`config.mk`:
```
export PLATFORM = sky130hd
export DESIGN_NAME = som_phase_sequencer
export DESIGN_NICKNAME = d
export VERILOG_FILES = /design/src/rtl/som_seq_pkg.sv /design/src/rtl/som_seq_counter.sv /design/src/rtl/som_phase_sequencer.sv
export SDC_FILE = /design/constraint.sdc
export NUM_CORES = 1
export LEC_CHECK = 0
export ABC_AREA = 1
export CORE_ASPECT_RATIO = 1.25
export CORE_MARGIN = 1.5
export CORE_UTILIZATION = 45
export DETAILED_ROUTE_END_ITERATION = 10
export DONT_BUFFER_PORTS = 1
export GPL_ROUTABILITY_DRIVEN = 0
export PLACE_DENSITY_LB_ADDON = 0.25
export SLEW_MARGIN = 5
export SYNTH_ARGS = -nofsm -noshare
export SYNTH_HDL_FRONTEND = slang
export SYNTH_HIERARCHICAL = 1
export SYNTH_SLANG_ARGS = --single-unit
```
`constraint.sdc`:
```
create_clock -name clk -period 2.2 [get_ports clk]
set_input_delay 0.44 -clock clk [delete_from_list [all_inputs] [get_ports clk]]
set_output_delay 0.44 -clock clk [all_outputs]
set_load 0.005 [all_outputs]
```
`src/rtl/som_seq_pkg.sv`:
```
// Shared state codes, phase/scan-order codes and the learning-rate helper
// for the SOM phase sequencer.
package som_seq_pkg;

   typedef logic [2:0] seq_state_t;

   localparam logic [2:0] ST_IDLE     = 3'd0;
   localparam logic [2:0] ST_LOAD     = 3'd1;
   localparam logic [2:0] ST_TRAIN    = 3'd2;
   localparam logic [2:0] ST_MIN_PREP = 3'd3;
   localparam logic [2:0] ST_FIND_MIN = 3'd4;
   localparam logic [2:0] ST_DONE     = 3'd5;

   localparam logic PHASE_TRAIN    = 1'b0;
   localparam logic PHASE_FIND_MIN = 1'b1;

   localparam logic [1:0] MODE_RASTER     = 2'd0;
   localparam logic [1:0] MODE_SERPENTINE = 2'd1;
   localparam logic [1:0] MODE_COLUMN     = 2'd2;
   localparam logic [1:0] MODE_REVERSE    = 2'd3;

   // Learning-rate shift saturates at the 3-bit ceiling.
   function automatic logic [2:0] lr_sat(input int unsigned base, input int unsigned ep);
      int unsigned sum;
      sum = base + ep;
      if (sum > 32'd7) begin
         return 3'd7;
      end else begin
         return sum[2:0];
      end
   endfunction

   function automatic logic phase_of(input seq_state_t st);
      if (st == ST_FIND_MIN) begin
         return PHASE_FIND_MIN;
      end else begin
         return PHASE_TRAIN;
      end
   endfunction

endpackage

```
`src/rtl/som_seq_counter.sv`:
```
// Loadable, saturating down-counter with zero flag and hold enable;
// clr_i is a synchronous clear that overrides everything else.
module som_seq_counter
   import som_seq_pkg::*;
#(
   parameter int W = 4
) (
   input  logic         clk,
   input  logic         rst,
   input  logic         clr_i,
   input  logic         hold_i,
   input  logic         load_i,
   input  logic [W-1:0] load_val_i,
   input  logic         dec_i,
   output logic         zero_o
);

   logic [W-1:0] cnt_q;
   logic [W-1:0] cnt_d;

   always_comb begin
      cnt_d = cnt_q;
      if (clr_i) begin
         cnt_d = {W{1'b0}};
      end else if (hold_i) begin
         cnt_d = cnt_q;
      end else if (load_i) begin
         cnt_d = load_val_i;
      end else if (dec_i && (cnt_q != {W{1'b0}})) begin
         cnt_d = cnt_q - {{(W-1){1'b0}}, 1'b1};
      end else begin
         cnt_d = cnt_q;
      end
   end

   always_ff @(posedge clk or posedge rst) begin
      if (rst) begin
         cnt_q <= {W{1'b0}};
      end else begin
         cnt_q <= cnt_d;
      end
   end

   assign zero_o = (cnt_q == {W{1'b0}});

endmodule

```
`src/rtl/som_phase_sequencer.sv`:
```
// Phase FSM for the SOM compression datapath: TRAIN epochs then one FIND_MIN pass.
// Optional feature macro: SOM_LR_DECAY_EN (learning-rate shift grows with epoch).
module som_phase_sequencer
   import som_seq_pkg::*;
#(
   parameter int NUM_PIXELS    = 4096,
   parameter int EPOCHS        = 4,
   parameter int EPOCH_W       = 4,
   parameter int FILL_CYCLES   = 2,
   parameter int LR_SHIFT_INIT = 1
) (
   input  logic               clk,
   input  logic               rst,
   input  logic               start,
   input  logic               abort,
   input  logic               pause,
   output logic               phase,
   output logic               phase_next,
   output logic               addr_clr,
   output logic [1:0]         mode,
   output logic [EPOCH_W-1:0] epoch,
   output logic               epoch_done,
   output logic [2:0]         lr_shift,
   output logic               busy,
   output logic               done
);

   localparam int CNT_W = $clog2(FILL_CYCLES + NUM_PIXELS + 1);

   seq_state_t         state_q, state_d;
   logic [EPOCH_W-1:0] epoch_q, epoch_d, epoch_nx_s;
   logic [1:0]         mode_q, mode_d;
   logic               phase_q, busy_q, done_q, addr_clr_q;
   logic               cnt_zero_s, cnt_load_s, cnt_dec_s;
   logic [CNT_W-1:0]   cnt_load_val_s;
   logic               idle_like_s, last_epoch_s, train_end_s, launch_s;

   assign idle_like_s  = (state_q == ST_IDLE) || (state_q == ST_DONE);
   assign last_epoch_s = (epoch_q == EPOCH_W'(EPOCHS - 1));
   assign train_end_s  = (state_q == ST_TRAIN) && cnt_zero_s;
   assign launch_s     = idle_like_s && start;
   assign epoch_nx_s   = epoch_q + {{(EPOCH_W-1){1'b0}}, 1'b1};

   // Beat counter: TRAIN counts fill + pixel beats, FIND_MIN counts NUM_PIXELS down to 0 inclusive.
   assign cnt_load_s     = (state_q == ST_LOAD) || (state_q == ST_MIN_PREP);
   assign cnt_load_val_s = (state_q == ST_LOAD) ? CNT_W'(FILL_CYCLES + NUM_PIXELS - 1)
                                                : CNT_W'(NUM_PIXELS);
   assign cnt_dec_s      = (state_q == ST_TRAIN) || (state_q == ST_FIND_MIN);

   som_seq_counter #(.W(CNT_W)) u_cnt (
      .clk        (clk),
      .rst        (rst),
      .clr_i      (abort),
      .hold_i     (pause),
      .load_i     (cnt_load_s),
      .load_val_i (cnt_load_val_s),
      .dec_i      (cnt_dec_s),
      .zero_o     (cnt_zero_s)
   );

   // Next state: abort beats pause, pause beats start.
   always_comb begin
      state_d = state_q;
      if (abort) begin
         state_d = ST_IDLE;
      end else if (pause) begin
         state_d = state_q;
      end else begin
         case (state_q)
            ST_IDLE, ST_DONE: state_d = start ? ST_LOAD : state_q;
            ST_LOAD:          state_d = ST_TRAIN;
            ST_TRAIN: begin
               if (cnt_zero_s) begin
                  state_d = last_epoch_s ? ST_MIN_PREP : ST_LOAD;
               end else begin
                  state_d = state_q;
               end
            end
            ST_MIN_PREP:      state_d = ST_FIND_MIN;
            ST_FIND_MIN:      state_d = cnt_zero_s ? ST_DONE : state_q;
            default:          state_d = ST_IDLE;
         endcase
      end
   end

   always_comb begin
      epoch_d = epoch_q;
      mode_d  = mode_q;
      if (abort || (!pause && launch_s)) begin
         epoch_d = {EPOCH_W{1'b0}};
         mode_d  = MODE_RASTER;
      end else if (!pause && train_end_s && !last_epoch_s) begin
         epoch_d = epoch_nx_s;
         mode_d  = epoch_nx_s[1:0];
      end else begin
         epoch_d = epoch_q;
         mode_d  = mode_q;
      end
   end

   // Status flags are registered from the next state so they line up with state_q.
   always_ff @(posedge clk or posedge rst) begin
      if (rst) begin
         state_q    <= ST_IDLE;
         epoch_q    <= {EPOCH_W{1'b0}};
         mode_q     <= MODE_RASTER;
         phase_q    <= PHASE_TRAIN;
         busy_q     <= 1'b0;
         done_q     <= 1'b0;
         addr_clr_q <= 1'b0;
      end else begin
         state_q    <= state_d;
         epoch_q    <= epoch_d;
         mode_q     <= mode_d;
         phase_q    <= phase_of(state_d);
         busy_q     <= (state_d != ST_IDLE) && (state_d != ST_DONE);
         done_q     <= (state_d == ST_DONE);
         addr_clr_q <= (state_d == ST_LOAD) || (state_d == ST_MIN_PREP);
      end
   end

`ifdef SOM_LR_DECAY_EN
   logic [2:0] lr_q, lr_d;

   always_comb begin
      lr_d = lr_q;
      if (abort || (!pause && launch_s)) begin
         lr_d = 3'(LR_SHIFT_INIT);
      end else if (!pause && train_end_s && !last_epoch_s) begin
         lr_d = lr_sat(32'(LR_SHIFT_INIT), 32'(epoch_nx_s));
      end else begin
         lr_d = lr_q;
      end
   end

   always_ff @(posedge clk or posedge rst) begin
      if (rst) begin
         lr_q <= 3'(LR_SHIFT_INIT);
      end else begin
         lr_q <= lr_d;
      end
   end

   assign lr_shift = lr_q;
`else
   assign lr_shift = 3'(LR_SHIFT_INIT);
`endif

   assign phase      = phase_q;
   assign phase_next = phase_of(state_d);
   assign addr_clr   = addr_clr_q & ~pause;
   assign epoch_done = train_end_s & ~pause;
   assign mode       = mode_q;
   assign epoch      = epoch_q;
   assign busy       = busy_q;
   assign done       = done_q;

endmodule

```
==> flow_summary.rst, run 1 <==
.. list-table::
   :header-rows: 1

   * - Metric
     - Value
   * - Number of violations of the max-capacitance limit
     - 0
   * - Register-to-register setup slack
     - 0.39 ns
   * - Area growth from synthesis to layout
     - 10.9%
   * - Vias post-DR
     - 1472
   * - Core Area
     - 3540 sq um
   * - Number of cell rows
     - 24
   * - Setup Viol. Count Final
     - 0
   * - Detailed-route DRC error count
     - 2
   * - Leak pwr
     - 1.01 nW
   * - Nets
     - 273
   * - Post-route worst hold slack
     - 0.0487 ns
   * - Maximum number of pins on one net before global-route repair
     - 17
   * - CP required
     - 1.76 ns
   * - Total Die Area
     - 4130 sq um
   * - Min-delay worst type
     - input pin to async pin
   * - Final slew viol count
     - 0
   * - Routed wire length per instance
     - 11.0 um
   * - Post-placement cell count
     - 296
   * - Starting Density
     - 0.476
   * - Mapped cell area
     - 1690 sq um
   * - Crit path capture type
     - primary output
   * - Violated checks
     - design-rule violations
   * - Worst-Margin Slew
     - 0.530 ns
   * - Clock-pin transition on the worst setup and hold timing paths
     - 0.08 ns
   * - Average size of a mapped cell
     - 6.75 sq um
   * - Power density over the cells
     - 1050 nW/um^2
   * - Worst vdd rail ir drop
     - 0.425 mV
   * - Leading cell type in the layout, fill and taps excluded
     - sky130_fd_sc_hd__nand2_1
   * - Final hold violations
     - 0
   * - Most frequently used flop master after synthesis
     - sky130_fd_sc_hd__dfrtp_1
   * - Worst clock skew
     - 0.00454 ns
   * - Global router's overall resource usage
     - 0.176
   * - Total power
     - 1.96 mW
   * - Max Fclk
     - 480 MHz
   * - Initial detailed-routing violation count
     - 70
   * - X dimension of the die
     - 57.8 um
   * - CP startpoint kind
     - flop
   * - Antenna violation net count after detailed routing
     - 0
   * - Most used cells in the layout excluding fill and tap cells
     - sky130_fd_sc_hd__nand2_1, sky130_fd_sc_hd__nor2_1, sky130_fd_sc_hd__inv_1, sky130_fd_sc_hd__nand3_1, sky130_fd_sc_hd__dfrtp_1
   * - Diodes inserted
     - 0
   * - H-tree levels
     - 1
   * - Distinct cell type count after synthesis
     - 29
   * - Part of the Yosys area used for sequential elements
     - 0.356
   * - Util after Layout
     - 0.528
   * - Grt ovf
     - 0
   * - Number of buffer cells added on primary ports
     - 0
   * - Clock tree from TritonCTS
     - done
   * - First-pass GRT wire length
     - 5.83 mm
   * - Layout cells sized above 1
     - 0.136
   * - Final instance count without filler cells
     - 303
   * - Clock period minus final worst setup slack
     - 2.08 ns
   * - Total number of yosys warnings
     - 6
   * - Detailed-route vias per instance
     - 4.86
   * - Post-synthesis async set-or-reset flop share
     - 1.00
   * - Clock latency reported for the late side of the worst-skew pair
     - 0.26 ns
   * - Max clock buf depth
     - 2
   * - Worst-path maximum fanout
     - 4
   * - Top-Level Pins
     - 20
   * - Number of sinks on the clock net
     - 24
   * - Cells after Synth
     - 250
   * - Initial antenna violation count
     - 0
   * - Total iterations of the first detailed-routing run
     - 8
   * - Relative max-transition margin
     - 0.646
   * - Filler Cell Count
     - 380
   * - HPWL after detailed placement
     - 2.57 mm
   * - Setup TNS
     - 0 ns
   * - Die Y
     - 71.4 um
   * - Final clock period utilization by the worst path
     - 0.946
   * - Number of global-route vias before repair
     - 1380
   * - Number of synthesized flops with an enable pin
     - 0
   * - Worst setup path category
     - flop to primary output
   * - Number of buffers added by the clock tree synthesis step
     - 3
   * - Number of synthesized register bits
     - 24
   * - Status
     - finished, violations left
   * - Root buffer cell
     - sky130_fd_sc_hd__clkbuf_8
   * - Total detailed-routing wirelength
     - 3.34 mm
   * - Crit path DAT
     - 1.64 ns
## worst max-delay path: stages, from the launching register on
cell and delay [ns]:
sky130_fd_sc_hd__dfrtp_1 0.39, sky130_fd_sc_hd__inv_2 0.10, sky130_fd_sc_hd__ha_4 0.13, sky130_fd_sc_hd__nand4_1 0.08, sky130_fd_sc_hd__nor3_2 0.19, sky130_fd_sc_hd__buf_4 0.14, sky130_fd_sc_hd__nand2_1 0.06, sky130_fd_sc_hd__nand3_2 0.10
sky130_fd_sc_hd__nand2_4 0.07, sky130_fd_sc_hd__nand2_4 0.09, sky130_fd_sc_hd__nor2_4 0.04
## sequential cells by signal, summed over array words and instances, names as in the netlist
name	flops
epoch	4
phase	1
u_cnt/cnt_q	13
busy	1
state_q	3
addr_clr_q	1
done	1
## logic make-up after synthesis
| logic type | after synthesis | synth area share |
|---|---|---|
| and+or+nand+nor | 156 | 0.415 |
| buffers and inverters | 42 | 0.110 |
| DFF | 24 | 0.356 |
| AOI/OAI and AO/OA | 16 | 0.0564 |
| xor gates and xnor gates | 7 | 0.0364 |
| adders and majority gates | 3 | 0.0223 |
| other | 2 | 0.00445 |
## power breakdown
group          switching [mW]  internal (mW)
clock                   0.135          0.160
combinational           0.621          0.394
sequential              0.107          0.540
## layer usage
| layer | wire, um | up-vias | track usage | part of all wire |
|---|---|---|---|---|
| met5 | 0 | - | 0 | 0 |
| met4 | 22 | 0 | 0.0336 | 0.0066 |
| met3 | 93 | 2 | 0.0217 | 0.028 |
| met2 | 1780 | 20 | 0.323 | 0.53 |
| met1 | 1440 | 664 | 0.219 | 0.43 |
| li1 | - | 786 | - | - |
## layout make-up
cell class | instances | area (sq um) | share of cell area
Tap cell | 39 | 48.8 | 0.0261
Multi-Input combinational cell | 197 | 997 | 0.533
Timing Repair Buffer | 6 | 45.0 | 0.0241
Sequential cell | 24 | 601 | 0.321
Clock buffer | 4 | 55.1 | 0.0294
Inverter | 33 | 124 | 0.0662
## final timing paths
kind / depth (start not counted) / start / endpoint
min in group clk: 3 / abort / u_cnt/cnt_q[7]
min: 1 / rst / epoch[3]
max: 10 / u_cnt/cnt_q[0] / phase_next
max in group asynchronous: 1 / rst / u_cnt/cnt_q[0]
min reg2reg: 2 / u_cnt/cnt_q[1] / u_cnt/cnt_q[1]
max reg2reg: 12 / u_cnt/cnt_q[0] / epoch[3]
## what timing repair did
item / in CTS / in global routing
pin swaps: 0 / 4
hold buffers: 0 / 0
endpoints found under the setup margin: 1 / 1
setup buffers: 0 / 3
resized for setup: 2 / 11
## synth_stat cells (4+ instances only)
| library cell | n | share of area |
|---|---|---|
| sky130_fd_sc_hd__nand2_2 | 4 | 0.015 |
| sky130_fd_sc_hd__xor2_1 | 5 | 0.026 |
| sky130_fd_sc_hd__dfrtp_1 | 24 | 0.36 |
| sky130_fd_sc_hd__o21ai_1 | 5 | 0.015 |
| sky130_fd_sc_hd__nand2_1 | 77 | 0.17 |
| sky130_fd_sc_hd__o21ai_0 | 4 | 0.012 |
| sky130_fd_sc_hd__nor2_1 | 33 | 0.073 |
| sky130_fd_sc_hd__inv_1 | 30 | 0.067 |
| sky130_fd_sc_hd__a21oi_1 | 4 | 0.012 |
| sky130_fd_sc_hd__buf_4 | 5 | 0.022 |
| sky130_fd_sc_hd__nand3_1 | 28 | 0.083 |
## per-stage QoR
step	cell area [sq um]	setup WS (ns)
6_report	1870	0.119
5_1_grt	1870	-0.0180
4_1_cts	1810	0.0295
3_5_place_dp	1750	0.242
3_3_place_gp	1750	0.284
2_1_floorplan	1740	0.292
(Power assumes the default switching activity.)
==> inputs of run 2 (changes only) <==
--- a/config.mk
+++ b/config.mk
@@ -13,6 +13,7 @@
 export DONT_BUFFER_PORTS = 1
 export GPL_ROUTABILITY_DRIVEN = 0
 export PLACE_DENSITY_LB_ADDON = 0.25
+export SETUP_SLACK_MARGIN = 0.1
 export SLEW_MARGIN = 5
 export SYNTH_ARGS = -nofsm -noshare
 export SYNTH_HDL_FRONTEND = slang
==> run 2 against run 1 <==
Effect of this change: worst setup slack gained 0.027 ns; highest routed layer unchanged; the flow still finishes with violations (design-rule violations); final cell count up 3.6%; clock skew shrank 0.00054 ns; clock power barely moved; largest power group unchanged; largest cell class unchanged; sequential share of layout area shrank 1.3 points; critical path depth is 1 lower; core utilization rose by 2.5 points.
==> flow_summary.rst, run 2 (synthesis gave the netlist of run 1 again) <==
.. list-table::
   :header-rows: 1

   * - Metric
     - Value
   * - Status
     - finished, violations left (unchanged)
   * - Violated checks
     - design-rule violations (unchanged)
   * - Endpoint of the most critical register-to-register path
     - u_cnt/cnt_q[1] (was epoch[3])
   * - Max FFs per register
     - 13 (unchanged)
   * - Maximum number of pins on one net before global-route repair
     - 17 (unchanged)
   * - Grt ovf
     - 0 (unchanged)
   * - Crit path capture type
     - primary output (unchanged)
   * - Number of global-route vias before repair
     - 1438 (was 1380)
   * - Min-delay worst type
     - input pin to async pin (unchanged)
   * - Register-to-register setup slack
     - 0.43 ns (was 0.39 ns)
   * - Initial detailed-routing violation count
     - 74 (was 70)
   * - Area growth from synthesis to layout
     - 16.1% (was 10.9%)
   * - Switching power as a share of total power
     - 0.430 (was 0.441)
   * - Number of cells on the worst reg-to-reg path
     - 9 (was 12)
   * - Leak pwr
     - 1.06 nW (was 1.01 nW)
   * - Clock latency reported for the late side of the worst-skew pair
     - 0.26 ns (about the same)
   * - Crit path DAT
     - 1.61 ns (was 1.64 ns)
   * - Root buffer cell
     - sky130_fd_sc_hd__clkbuf_8 (unchanged)
   * - Clock power frac
     - 0.139 (was 0.151)
   * - Global router's overall resource usage
     - 0.182 (was 0.176)
   * - Most used cells in the layout excluding fill and tap cells
     - sky130_fd_sc_hd__nand2_1, sky130_fd_sc_hd__nor2_1, sky130_fd_sc_hd__inv_1 (was sky130_fd_sc_hd__nand2_1, sky130_fd_sc_hd__nor2_1, sky130_fd_sc_hd__inv_1, sky130_fd_sc_hd__nand3_1, sky130_fd_sc_hd__dfrtp_1)
   * - Worst vdd rail ir drop
     - 0.407 mV (was 0.425 mV)
   * - FF+latch area
     - 603 sq um (was 601 sq um)
   * - Routed wire length per instance
     - 11.3 um (was 11.0 um)
   * - Leading cell type in the layout, fill and taps excluded
     - sky130_fd_sc_hd__nand2_1 (unchanged)
   * - Reg2reg start
     - state_q[1] (was u_cnt/cnt_q[0])
   * - Worst clock skew
     - 0.00399 ns (was 0.00454 ns)
   * - Post-route setup slack
     - 0.146 ns (was 0.119 ns)
   * - Power density over the cells
     - 1090 nW/um^2 (was 1050 nW/um^2)
   * - Final slew viol count
     - 0 (unchanged)
   * - Part of the total power dissipated in combinational logic
     - 0.553 (was 0.519)
   * - Worst-Margin Slew
     - 0.525 ns (was 0.530 ns)
   * - Unrepaired setup endpoints after global routing
     - yes
   * - Final instance count without filler cells
     - 314 (was 303)
   * - Setup TNS
     - 0 ns (unchanged)
   * - Worst-path maximum fanout
     - 3 (was 4)
   * - Global routing usage on met3
     - 0.0217 (unchanged)
   * - Total power
     - 2.14 mW (was 1.96 mW)
   * - Max Fclk
     - 487 MHz (was 480 MHz)
   * - Setup Viol. Count Final
     - 0 (unchanged)
   * - Total iterations of the first detailed-routing run
     - 7 (was 8)
   * - Top-Level Pins
     - 20 (unchanged)
   * - Final clock period utilization by the worst path
     - 0.934 (was 0.946)
   * - Number of buffers added by the clock tree synthesis step
     - 3 (unchanged)
   * - Relative max-transition margin
     - 0.650 (was 0.646)
   * - Switching power total
     - 918 uW (was 864 uW)
   * - Clock-pin transition on the worst setup and hold timing paths
     - 0.08 ns (about the same)
   * - First-pass GRT wire length
     - 6.04 mm (was 5.83 mm)
   * - Hold bufs inserted after CTS
     - 0 (unchanged)
   * - End of the critical path
     - phase_next (unchanged)
   * - CP startpoint kind
     - flop (unchanged)
   * - Clock tree from TritonCTS
     - done (unchanged)
   * - Detailed-route DRC error count
     - 2 (unchanged)
   * - Total detailed-routing wirelength
     - 3.53 mm (was 3.34 mm)
   * - Max clock buf depth
     - 2 (unchanged)
   * - Number of sinks on the clock net
     - 24 (unchanged)
   * - Diodes inserted
     - 0 (unchanged)
   * - P_int
     - 1.22 mW (was 1.09 mW)
   * - Top reg by flops
     - u_cnt/cnt_q (unchanged)
   * - Initial antenna violation count
     - 0 (unchanged)
   * - Global-route met2 utilization
     - 0.340 (was 0.323)
   * - H-tree levels
     - 1 (unchanged)
   * - Startpoint of the worst setup timing path
     - u_cnt/cnt_q[4] (was u_cnt/cnt_q[0])
   * - Worst setup path category
     - flop to primary output (unchanged)
   * - Post-route worst hold slack
     - 0.0491 ns (was 0.0487 ns)
   * - Area used by multi-input combinational logic
     - 1000 sq um (was 997 sq um)
   * - Final hold violations
     - 0 (unchanged)
   * - Post-placement cell count
     - 296 (unchanged)
   * - Nets
     - 284 (was 273)
   * - HPWL after detailed placement
     - 2.57 mm (unchanged)
   * - Pre-CTS WS
     - 0.242 ns (unchanged)
   * - Clock period minus final worst setup slack
     - 2.05 ns (was 2.08 ns)
   * - Portion of total power attributed to sequential cells
     - 0.308 (was 0.330)
   * - Number of violations of the max-capacitance limit
     - 0 (unchanged)
   * - Vias post-DR
     - 1522 (was 1472)
   * - Starting Density
     - 0.476 (unchanged)
   * - Detailed-route vias per instance
     - 4.85 (was 4.86)
   * - Antenna violation net count after detailed routing
     - 0 (unchanged)
   * - Number of buffer cells added on primary ports
     - 0 (unchanged)
   * - Layout cells sized above 1
     - 0.193 (was 0.136)
   * - Total Die Area
     - 4130 sq um (unchanged)
   * - Die Y
     - 71.4 um (unchanged)
   * - CP required
     - 1.76 ns (about the same)
   * - X dimension of the die
     - 57.8 um (unchanged)
   * - Filler Cell Count
     - 375 (was 380)
   * - Global Route met1 Usage
     - 0.222 (was 0.219)
   * - Core Area
     - 3540 sq um (unchanged)
   * - Number of cell rows
     - 24 (unchanged)
   * - Layer with the highest usage after global routing
     - met2 (unchanged)
-- run 2: changes by cell type in the layout (fill, tap and decap cells not counted), moves of 2 or more --
| cell | before | now |
|---|---|---|
| sky130_fd_sc_hd__buf_4 | 6 | 17 |
| sky130_fd_sc_hd__dfrtp_1 | 24 | 22 |
| sky130_fd_sc_hd__dfrtp_2 | 0 | 2 |
| sky130_fd_sc_hd__nand2_1 | 76 | 74 |
| sky130_fd_sc_hd__nand2_2 | 3 | 7 |
| sky130_fd_sc_hd__nand2_4 | 3 | 1 |
-- run 2: what timing repair did --
item | in CTS | in global routing
gates cloned | 0 | 0
hold endpoints to repair | 0 | 0
resized for setup | 8 | 9
pin swaps | 4 | 8
buffers inserted | 5 | 9
setup endpoints to repair | 1 | 2
-- run 2: worst min path at each step --
stage,endpoint
floorplan,addr_clr_q
global placement,epoch[3]
detailed placement,epoch[3]
CTS,epoch[3]
global route,epoch[3]
finish,epoch[3]
-- run 2: cell type report --
cell class,instances,area share
inverter,33,0.0633
clock buffer,4,0.0281
sequential,24,0.308
multi-input combinational,197,0.511
timing repair buffer,17,0.0652
tap,39,0.0249
-- run 2: metal layers --
layer / share of wire / routed length (um) / up-vias
met1: 0.43 / 1530 / 695
met4: 0.0042 / 15 / 0
met3: 0.024 / 86 / 2
li1: - / - / 806
met2: 0.54 / 1900 / 19
met5: 0 / 0 / -
-- run 2: power by group through the flow --
stage	registers, mW	logic (mW)	clock network [mW]
global placement	0.641	0.940	0
CTS	0.639	1.01	0.311
detailed placement	0.641	0.946	0
finish	0.658	1.18	0.296
global route	0.675	1.35	0.338
floorplan	0.619	0.787	0
-- run 2: worst max-delay path, cell delays in order (launching register included) --
cell                      delay (ns)
sky130_fd_sc_hd__dfrtp_1        0.44
sky130_fd_sc_hd__nor2_4         0.16
sky130_fd_sc_hd__nand2_2        0.09
sky130_fd_sc_hd__nor3_2         0.18
sky130_fd_sc_hd__nand2_1        0.07
sky130_fd_sc_hd__nand2_1        0.07
sky130_fd_sc_hd__nand3_2        0.06
sky130_fd_sc_hd__nand2_2        0.08
sky130_fd_sc_hd__nand2_2        0.08
sky130_fd_sc_hd__nor2_4         0.12
-- run 2: through the flow --
stage | cell area (sq um) | utilization
after detailed placement | 1750 | 0.493
after global placement | 1750 | 0.493
final | 1960 | 0.553
after floorplan | 1740 | -
after global routing | 1960 | 0.553
after CTS | 1860 | 0.524
